File: src/rtl/led_pkg.sv
// Shared constants for the LED bank: channel mode encoding and tick rate.
package led_pkg;

  localparam int unsigned TICK_HZ = 1000;
  localparam int unsigned CHAN_W  = 5;

  typedef enum logic [1:0] {
    MODE_OFF   = 2'd0,
    MODE_ON    = 2'd1,
    MODE_BLINK = 2'd2,
    MODE_PULSE = 2'd3
  } mode_e;

endpackage

File: src/rtl/led_bank_if.sv
// Configuration write channel (valid/ready) for the LED bank.
interface led_bank_if #(
  parameter int unsigned PERIOD_WIDTH = 16
);
  import led_pkg::*;

  logic                    Cfg_Valid;
  logic                    Cfg_Ready;
  logic [CHAN_W-1:0]       Cfg_Channel;
  logic [1:0]              Cfg_Mode;
  logic [PERIOD_WIDTH-1:0] Cfg_Half_Period;

  modport master (
    output Cfg_Valid, Cfg_Channel, Cfg_Mode, Cfg_Half_Period,
    input  Cfg_Ready
  );

  modport slave (
    input  Cfg_Valid, Cfg_Channel, Cfg_Mode, Cfg_Half_Period,
    output Cfg_Ready
  );

endinterface

File: src/rtl/led_tick_gen.sv
// Free-running divider producing a one-cycle strobe at TICK_HZ.
module led_tick_gen #(
  parameter int unsigned CLOCK_FREQUENCY = 27000000,
  parameter int unsigned TICK_HZ         = 1000
) (
  input  logic Clock,
  input  logic Reset,
  output logic Tick
);

  localparam int unsigned TICK_DIV = (CLOCK_FREQUENCY / TICK_HZ < 1) ? 1 : CLOCK_FREQUENCY / TICK_HZ;
  localparam int unsigned CNT_W    = (TICK_DIV > 1) ? $clog2(TICK_DIV) : 1;
  localparam logic [CNT_W-1:0] LAST = CNT_W'(TICK_DIV - 1);

  logic [CNT_W-1:0] count;
  logic [CNT_W-1:0] count_next;

  always_comb begin
    count_next = (count == LAST) ? '0 : count + 1'b1;
  end

  // Tick is registered alongside the count so it is high exactly while count == LAST
  always_ff @(posedge Clock) begin
    if (Reset) begin
      count <= '0;
      Tick  <= 1'b0;
    end else begin
      count <= count_next;
      Tick  <= (count_next == LAST);
    end
  end

endmodule

File: src/rtl/led_bank.sv
// Bank of independently configurable LED channels (off/on/blink/one-shot pulse).
module led_bank
  import led_pkg::*;
#(
  parameter int unsigned CLOCK_FREQUENCY = 27000000,
  parameter int unsigned NUM_LEDS        = 6,
  parameter int unsigned PERIOD_WIDTH    = 16,
  parameter int unsigned LED_ACTIVE_LOW  = 0
) (
  input  logic                Clock,
  input  logic                Reset,
  led_bank_if.slave           cfg,
  output logic [NUM_LEDS-1:0] Led,
  output logic                Ms_Tick,
  output logic [NUM_LEDS-1:0] Pulse_Done
);

  localparam logic [NUM_LEDS-1:0] LED_FILL = (LED_ACTIVE_LOW != 0) ? '1 : '0;

  logic                    accept;
  logic [PERIOD_WIDTH-1:0] half_load;
  logic [NUM_LEDS-1:0]     state_on;

  assign cfg.Cfg_Ready = ~Reset;
  assign accept        = cfg.Cfg_Valid & cfg.Cfg_Ready;
  assign half_load     = (cfg.Cfg_Half_Period == '0) ? PERIOD_WIDTH'(1) : cfg.Cfg_Half_Period;

  led_tick_gen #(
    .CLOCK_FREQUENCY (CLOCK_FREQUENCY),
    .TICK_HZ         (TICK_HZ)
  ) u_tick_gen (
    .Clock (Clock),
    .Reset (Reset),
    .Tick  (Ms_Tick)
  );

  for (genvar ch = 0; ch < NUM_LEDS; ch++) begin : g_chan
    mode_e                   mode;
    logic [PERIOD_WIDTH-1:0] half;
    logic [PERIOD_WIDTH-1:0] ms_cnt;
    logic                    phase;
    logic                    done;
    logic                    hit;
    logic                    timed;

    assign hit   = accept && (cfg.Cfg_Channel == CHAN_W'(ch));
    assign timed = (mode == MODE_BLINK) || (mode == MODE_PULSE);

    // A write takes priority over a coincident tick, which is then dropped
    always_ff @(posedge Clock) begin
      done <= 1'b0;
      if (Reset) begin
        mode   <= MODE_OFF;
        half   <= PERIOD_WIDTH'(1);
        ms_cnt <= '0;
        phase  <= 1'b0;
      end else if (hit) begin
        mode   <= mode_e'(cfg.Cfg_Mode);
        half   <= half_load;
        ms_cnt <= '0;
        phase  <= cfg.Cfg_Mode[1];
      end else if (Ms_Tick && timed) begin
        if (ms_cnt == half - 1'b1) begin
          ms_cnt <= '0;
          if (mode == MODE_PULSE) begin
            phase <= 1'b0;
            mode  <= MODE_OFF;
            done  <= 1'b1;
          end else begin
            phase <= ~phase;
          end
        end else begin
          ms_cnt <= ms_cnt + 1'b1;
        end
      end
    end

    assign state_on[ch]   = (mode == MODE_ON) || (timed && phase);
    assign Pulse_Done[ch] = done;
  end

  always_ff @(posedge Clock) begin
    if (Reset) Led <= LED_FILL;
    else       Led <= state_on ^ LED_FILL;
  end

endmodule

File: src/flat_wrapper.sv
// flat-port wrapper written by rule: the top's interface ports become plain ports
module led_bank_flat import led_pkg::*;
#(
  parameter int unsigned CLOCK_FREQUENCY = 27000000,
  parameter int unsigned NUM_LEDS        = 6,
  parameter int unsigned PERIOD_WIDTH    = 16,
  parameter int unsigned LED_ACTIVE_LOW  = 0
)
  (Clock, Reset, Led, Ms_Tick, Pulse_Done, cfg_Cfg_Valid, cfg_Cfg_Channel, cfg_Cfg_Mode, cfg_Cfg_Half_Period, cfg_Cfg_Ready);
  led_bank_if #(.PERIOD_WIDTH(PERIOD_WIDTH)) cfg_i ();
  input  logic Clock;
  input  logic Reset;
  output logic [NUM_LEDS-1:0] Led;
  output logic Ms_Tick;
  output logic [NUM_LEDS-1:0] Pulse_Done;
  input wire logic [$bits(cfg_i.Cfg_Valid)-1:0] cfg_Cfg_Valid;
  input wire logic [$bits(cfg_i.Cfg_Channel)-1:0] cfg_Cfg_Channel;
  input wire logic [$bits(cfg_i.Cfg_Mode)-1:0] cfg_Cfg_Mode;
  input wire logic [$bits(cfg_i.Cfg_Half_Period)-1:0] cfg_Cfg_Half_Period;
  output wire logic [$bits(cfg_i.Cfg_Ready)-1:0] cfg_Cfg_Ready;
  assign cfg_i.Cfg_Valid = cfg_Cfg_Valid;
  assign cfg_i.Cfg_Channel = cfg_Cfg_Channel;
  assign cfg_i.Cfg_Mode = cfg_Cfg_Mode;
  assign cfg_i.Cfg_Half_Period = cfg_Cfg_Half_Period;
  assign cfg_Cfg_Ready = cfg_i.Cfg_Ready;
  led_bank #(.CLOCK_FREQUENCY(CLOCK_FREQUENCY), .NUM_LEDS(NUM_LEDS), .PERIOD_WIDTH(PERIOD_WIDTH), .LED_ACTIVE_LOW(LED_ACTIVE_LOW)) u_core (.Clock(Clock), .Reset(Reset), .cfg(cfg_i), .Led(Led), .Ms_Tick(Ms_Tick), .Pulse_Done(Pulse_Done));
endmodule
File: config.mk
export PLATFORM = sky130hd
export DESIGN_NAME = led_bank_flat
export DESIGN_NICKNAME = d
export VERILOG_FILES = /design/src/rtl/led_pkg.sv /design/src/rtl/led_bank_if.sv /design/src/rtl/led_tick_gen.sv /design/src/rtl/led_bank.sv /design/src/flat_wrapper.sv
export SDC_FILE = /design/constraint.sdc
export NUM_CORES = 1
export LEC_CHECK = 0
export CAP_MARGIN = 20
export CELL_PAD_IN_SITES_DETAIL_PLACEMENT = 1
export CELL_PAD_IN_SITES_GLOBAL_PLACEMENT = 1
export CORE_ASPECT_RATIO = 1.1
export CORE_MARGIN = 2
export CORE_UTILIZATION = 28
export CTS_CLUSTER_DIAMETER = 60
export DETAILED_ROUTE_END_ITERATION = 6
export PLACE_DENSITY = 0.51
export RECOVER_POWER = 50
export SLEW_MARGIN = 10
export SYNTH_ARGS = -nofsm -noshare
export SYNTH_HDL_FRONTEND = slang
export SYNTH_SLANG_ARGS = --single-unit
export TNS_END_PERCENT = 10
File: constraint.sdc
create_clock -name Clock -period 3.03 [get_ports Clock]
set_clock_uncertainty 0.2 [all_clocks]
set_input_delay 0.303 -clock Clock [delete_from_list [all_inputs] [get_ports Clock]]
set_output_delay 0.303 -clock Clock [all_outputs]
set_load 0.05 [all_outputs]
==> results_dict.tcl <==
set metrics [dict create \
    status "finished, final reports clean" \
    slew_headroom 0.4447 \
    wl_met1_um 19270 \
    place_congestion 0.8287 \
    dp_hpwl_um 30030 \
    power_density_nw_per_um2 500.4 \
    top_layer_used "met4" \
    min_period_ns 2.915 \
    fp-row-count 81 \
    core_area_um2 44290 \
    drv_cap 0 \
    insertion_delay_ns 0.54 \
    ant_nets 0 \
    grt_pass1_vias 11650 \
    synth_nets 1597 \
    avgRoutedWirePerCell_um 17.99 \
    final_common_cell "nand2_1" \
    final_cell_mix "247 x nand2_1, 236 x dfxtp_1, 172 x nor2_1, 117 x xnor2_1, 105 x buf_4" \
    ios 40 \
    cp-endpoint "u_core.g_chan[4].mode[0]" \
    path_clk_slew_ns 0.06 \
    cts_buffer_depth 3 \
    start_util 0.2823 \
    rr_startpoint "u_core.g_chan[4].half[2]" \
    synth_edf_count 0 \
    synthFlopType "dfxtp_1" \
    grt_overflow_total 0 \
    worstPathArrival_ns 3.13 \
    die_x_um 205.5 \
    worst_hold_path_type "input pin to register" \
    worstSetupPathType "register to register" \
    reg2reg_slack_ns 0.11 \
    nFillCells 5193 \
    cp_max_fo 8 \
    worstSetupStartpoint "u_core.g_chan[4].half[2]" \
    reg2reg_depth 7 \
    final_core_util 0.3514 \
    clkSinkCount 238 \
    cts-root-buf "clkbuf_16" \
    vias 11190 \
    grt.total_usage 0.1817 \
    rsz0062_at_grt "true" \
    post-route-period-util 0.9622 \
    drv_slew 0 \
    grt_pass1_wl_um 65780 \
    syn_inst 1558 \
    route.detailed.drc 0 \
    routed_via_density 4.915 \
    final.setup.tns_ns 0 \
    routed-wl-met2_um 19430 \
    p_leak_uw 0.005937 \
    routed_wl_um 40970 \
    die_h_um 225.6 \
    worst_slew_pin_slew_ns 0.8304 \
    synth_warnings 0 \
    ys_seq_area_frac 0.3811 \
    rr_endpoint "u_core.g_chan[4].mode[0]" \
    synthArstFlopShare 0 \
    cts_tree "done" \
    antenna_found_initial 0 \
    start_kind "register" \
    wl_met3_um 1245 \
    portBuffers 39 \
    cts.htree.levels 2 \
    synth.cell_area_um2 12500 \
    drive_above_1_share 0.1298 \
    syn2layout_area_growth_pct 24.49 \
    ys_seq_elements 238 \
    first_pass_iters 4 \
    fmax_mhz 343.0 \
    ys_types 70 \
    grt_max_degree 64 \
    drtIter0Drc 386 \
    cp.required_ns 3.25 \
    cts-buffers-inserted 34 \
    nNetsFinal 1710 \
    worstSetupEndpointType "register" \
    peakVddDrop_mv 0.4359 \
    worst_hold_slack_ns 0.07926 \
    die-area_um2 46360 \
    setup_viol 0 \
    avgSynthCellArea_um2 8.024 \
    timing.final.hold_violations 0 \
]
==> through the flow <==
stage / instance area, um2 / instances / total power, uW / worst slack (ns)
4_1_cts: 15420 / 2275 / 7950 / -0.01688
5_1_grt: 15560 / 2276 / 8100 / -0.02050
2_1_floorplan: 12510 / 1558 / 3390 / 0.01783
3_5_place_dp: 14200 / 2215 / 3615 / -0.06533
3_3_place_gp: 14200 / 2215 / 3613 / 0.03558
6_report: 15560 / 2277 / 7788 / 0.1146
==> layer usage <==
metal  track usage  vias up
met1        0.2350     5376
met2        0.3098      120
met3       0.02468       58
met5             0        -
met4       0.06057        0
li1              -     5637
==> kinds of logic after synthesis <==
group | after synthesis | share of synthesized area
AND/OR/NAND/NOR | 736 | 0.2842
adder cells (fa/ha/maj) | 13 | 0.01301
multiplexers | 10 | 0.008007
AO/OA/AOI/OAI | 234 | 0.1246
buffers and inverters | 108 | 0.03563
XOR/XNOR | 219 | 0.1534
flip-flops | 238 | 0.3811
==> flip-flops by register name (all words and copies together), names as in the netlist <==
| signal | flops |
|---|---|
| u_core.g_chan.mode | 12 |
| u_core.g_chan.half | 96 |
| u_core.g_chan.ms_cnt | 96 |
| u_core.g_chan.done | 6 |
| u_core.u_tick_gen.Tick | 1 |
| u_core.Led | 6 |
| u_core.u_tick_gen.count | 15 |
| u_core.g_chan.phase | 6 |
==> cell usage after synthesis, types with 6 or more instances <==
library cell / number / area (um2)
nand2_1: 247 / 927.1
dfxtp_1: 238 / 4765
nor2_1: 174 / 653.1
xnor2_1: 117 / 1025
xor2_1: 102 / 893.4
o21ai_0: 75 / 375.4
nand3_1: 63 / 315.3
clkbuf_1: 52 / 195.2
nor3_1: 40 / 200.2
and3_1: 37 / 231.5
inv_1: 36 / 135.1
a21oi_1: 32 / 160.2
nor4_1: 29 / 181.4
nand4_1: 26 / 162.7
or4_1: 17 / 127.6
a31oi_1: 16 / 100.1
and2_1: 16 / 100.1
o31ai_1: 16 / 120.1
or3_1: 15 / 93.84
ha_1: 13 / 162.7
o211ai_1: 12 / 90.09
a21o_1: 11 / 82.58
mux2i_1: 10 / 100.1
nand2b_1: 10 / 62.56
a211o_1: 9 / 78.83
and4_1: 9 / 78.83
nor3b_1: 9 / 67.56
buf_2: 8 / 40.04
nor4b_1: 8 / 70.07
or2_2: 8 / 50.05
a211oi_1: 6 / 45.04
a21boi_0: 6 / 45.04
buf_4: 6 / 45.04
nand3b_1: 6 / 45.04
o21a_1: 6 / 45.04
o311ai_0: 6 / 52.55
==> how the worst min path moves through the flow <==
stage / cells past startpoint / start / slack [ns] / to
floorplan: 2 / cfg_Cfg_Half_Period[10] / 0.20 / u_core.g_chan[5].half[10]
global placement: 2 / u_core.g_chan[5].half[15] / 0.26 / u_core.g_chan[5].half[15]
detailed placement: 1 / u_core.u_tick_gen.count[0] / 0.27 / u_core.u_tick_gen.count[0]
CTS: 5 / Reset / 0.06 / u_core.g_chan[3].mode[1]
global route: 5 / Reset / 0.11 / u_core.g_chan[3].mode[1]
finish: 5 / Reset / 0.08 / u_core.g_chan[3].mode[1]
==> critical path, cell delays in order, from the launching register on <==
cell and delay (ns):
dfxtp_1 0.37, or4_1 0.61, or2_2 0.34, or4_1 0.49
o2bb2a_1 0.25, nand4_1 0.13, buf_4 0.19, a32o_1 0.24
==> power by group <==
group	internal [uW]	total (uW)	switching [uW]	leakage [uW]
Clock	2690	4240	1550	0.000581
Combinational	150	390	240	0.00344
Sequential	3150	3160	16.6	0.00192
Total	5980	7790	1810	0.00594
==> final cells by class <==
type | instances | area, um2 | area share
multi-input cells | 1212 | 7461 | 0.4794
flip-flops and latches | 238 | 4767 | 0.3063
repair buffers | 149 | 1275 | 0.08192
clock buffers | 47 | 1013 | 0.06512
well taps | 581 | 726.9 | 0.04671
clock inverters | 13 | 182.7 | 0.01174
inverters | 36 | 135.1 | 0.008682
diodes | 1 | 2.502 | 0.0001608
==> repair_timing <==
action,in CTS,in global routing
pin swaps,2,11
setup buffers,0,1
hold buffers,0,0
resized for setup,4,27
setup endpoints to repair,17,104
Power figures use the tool's default switching activity.
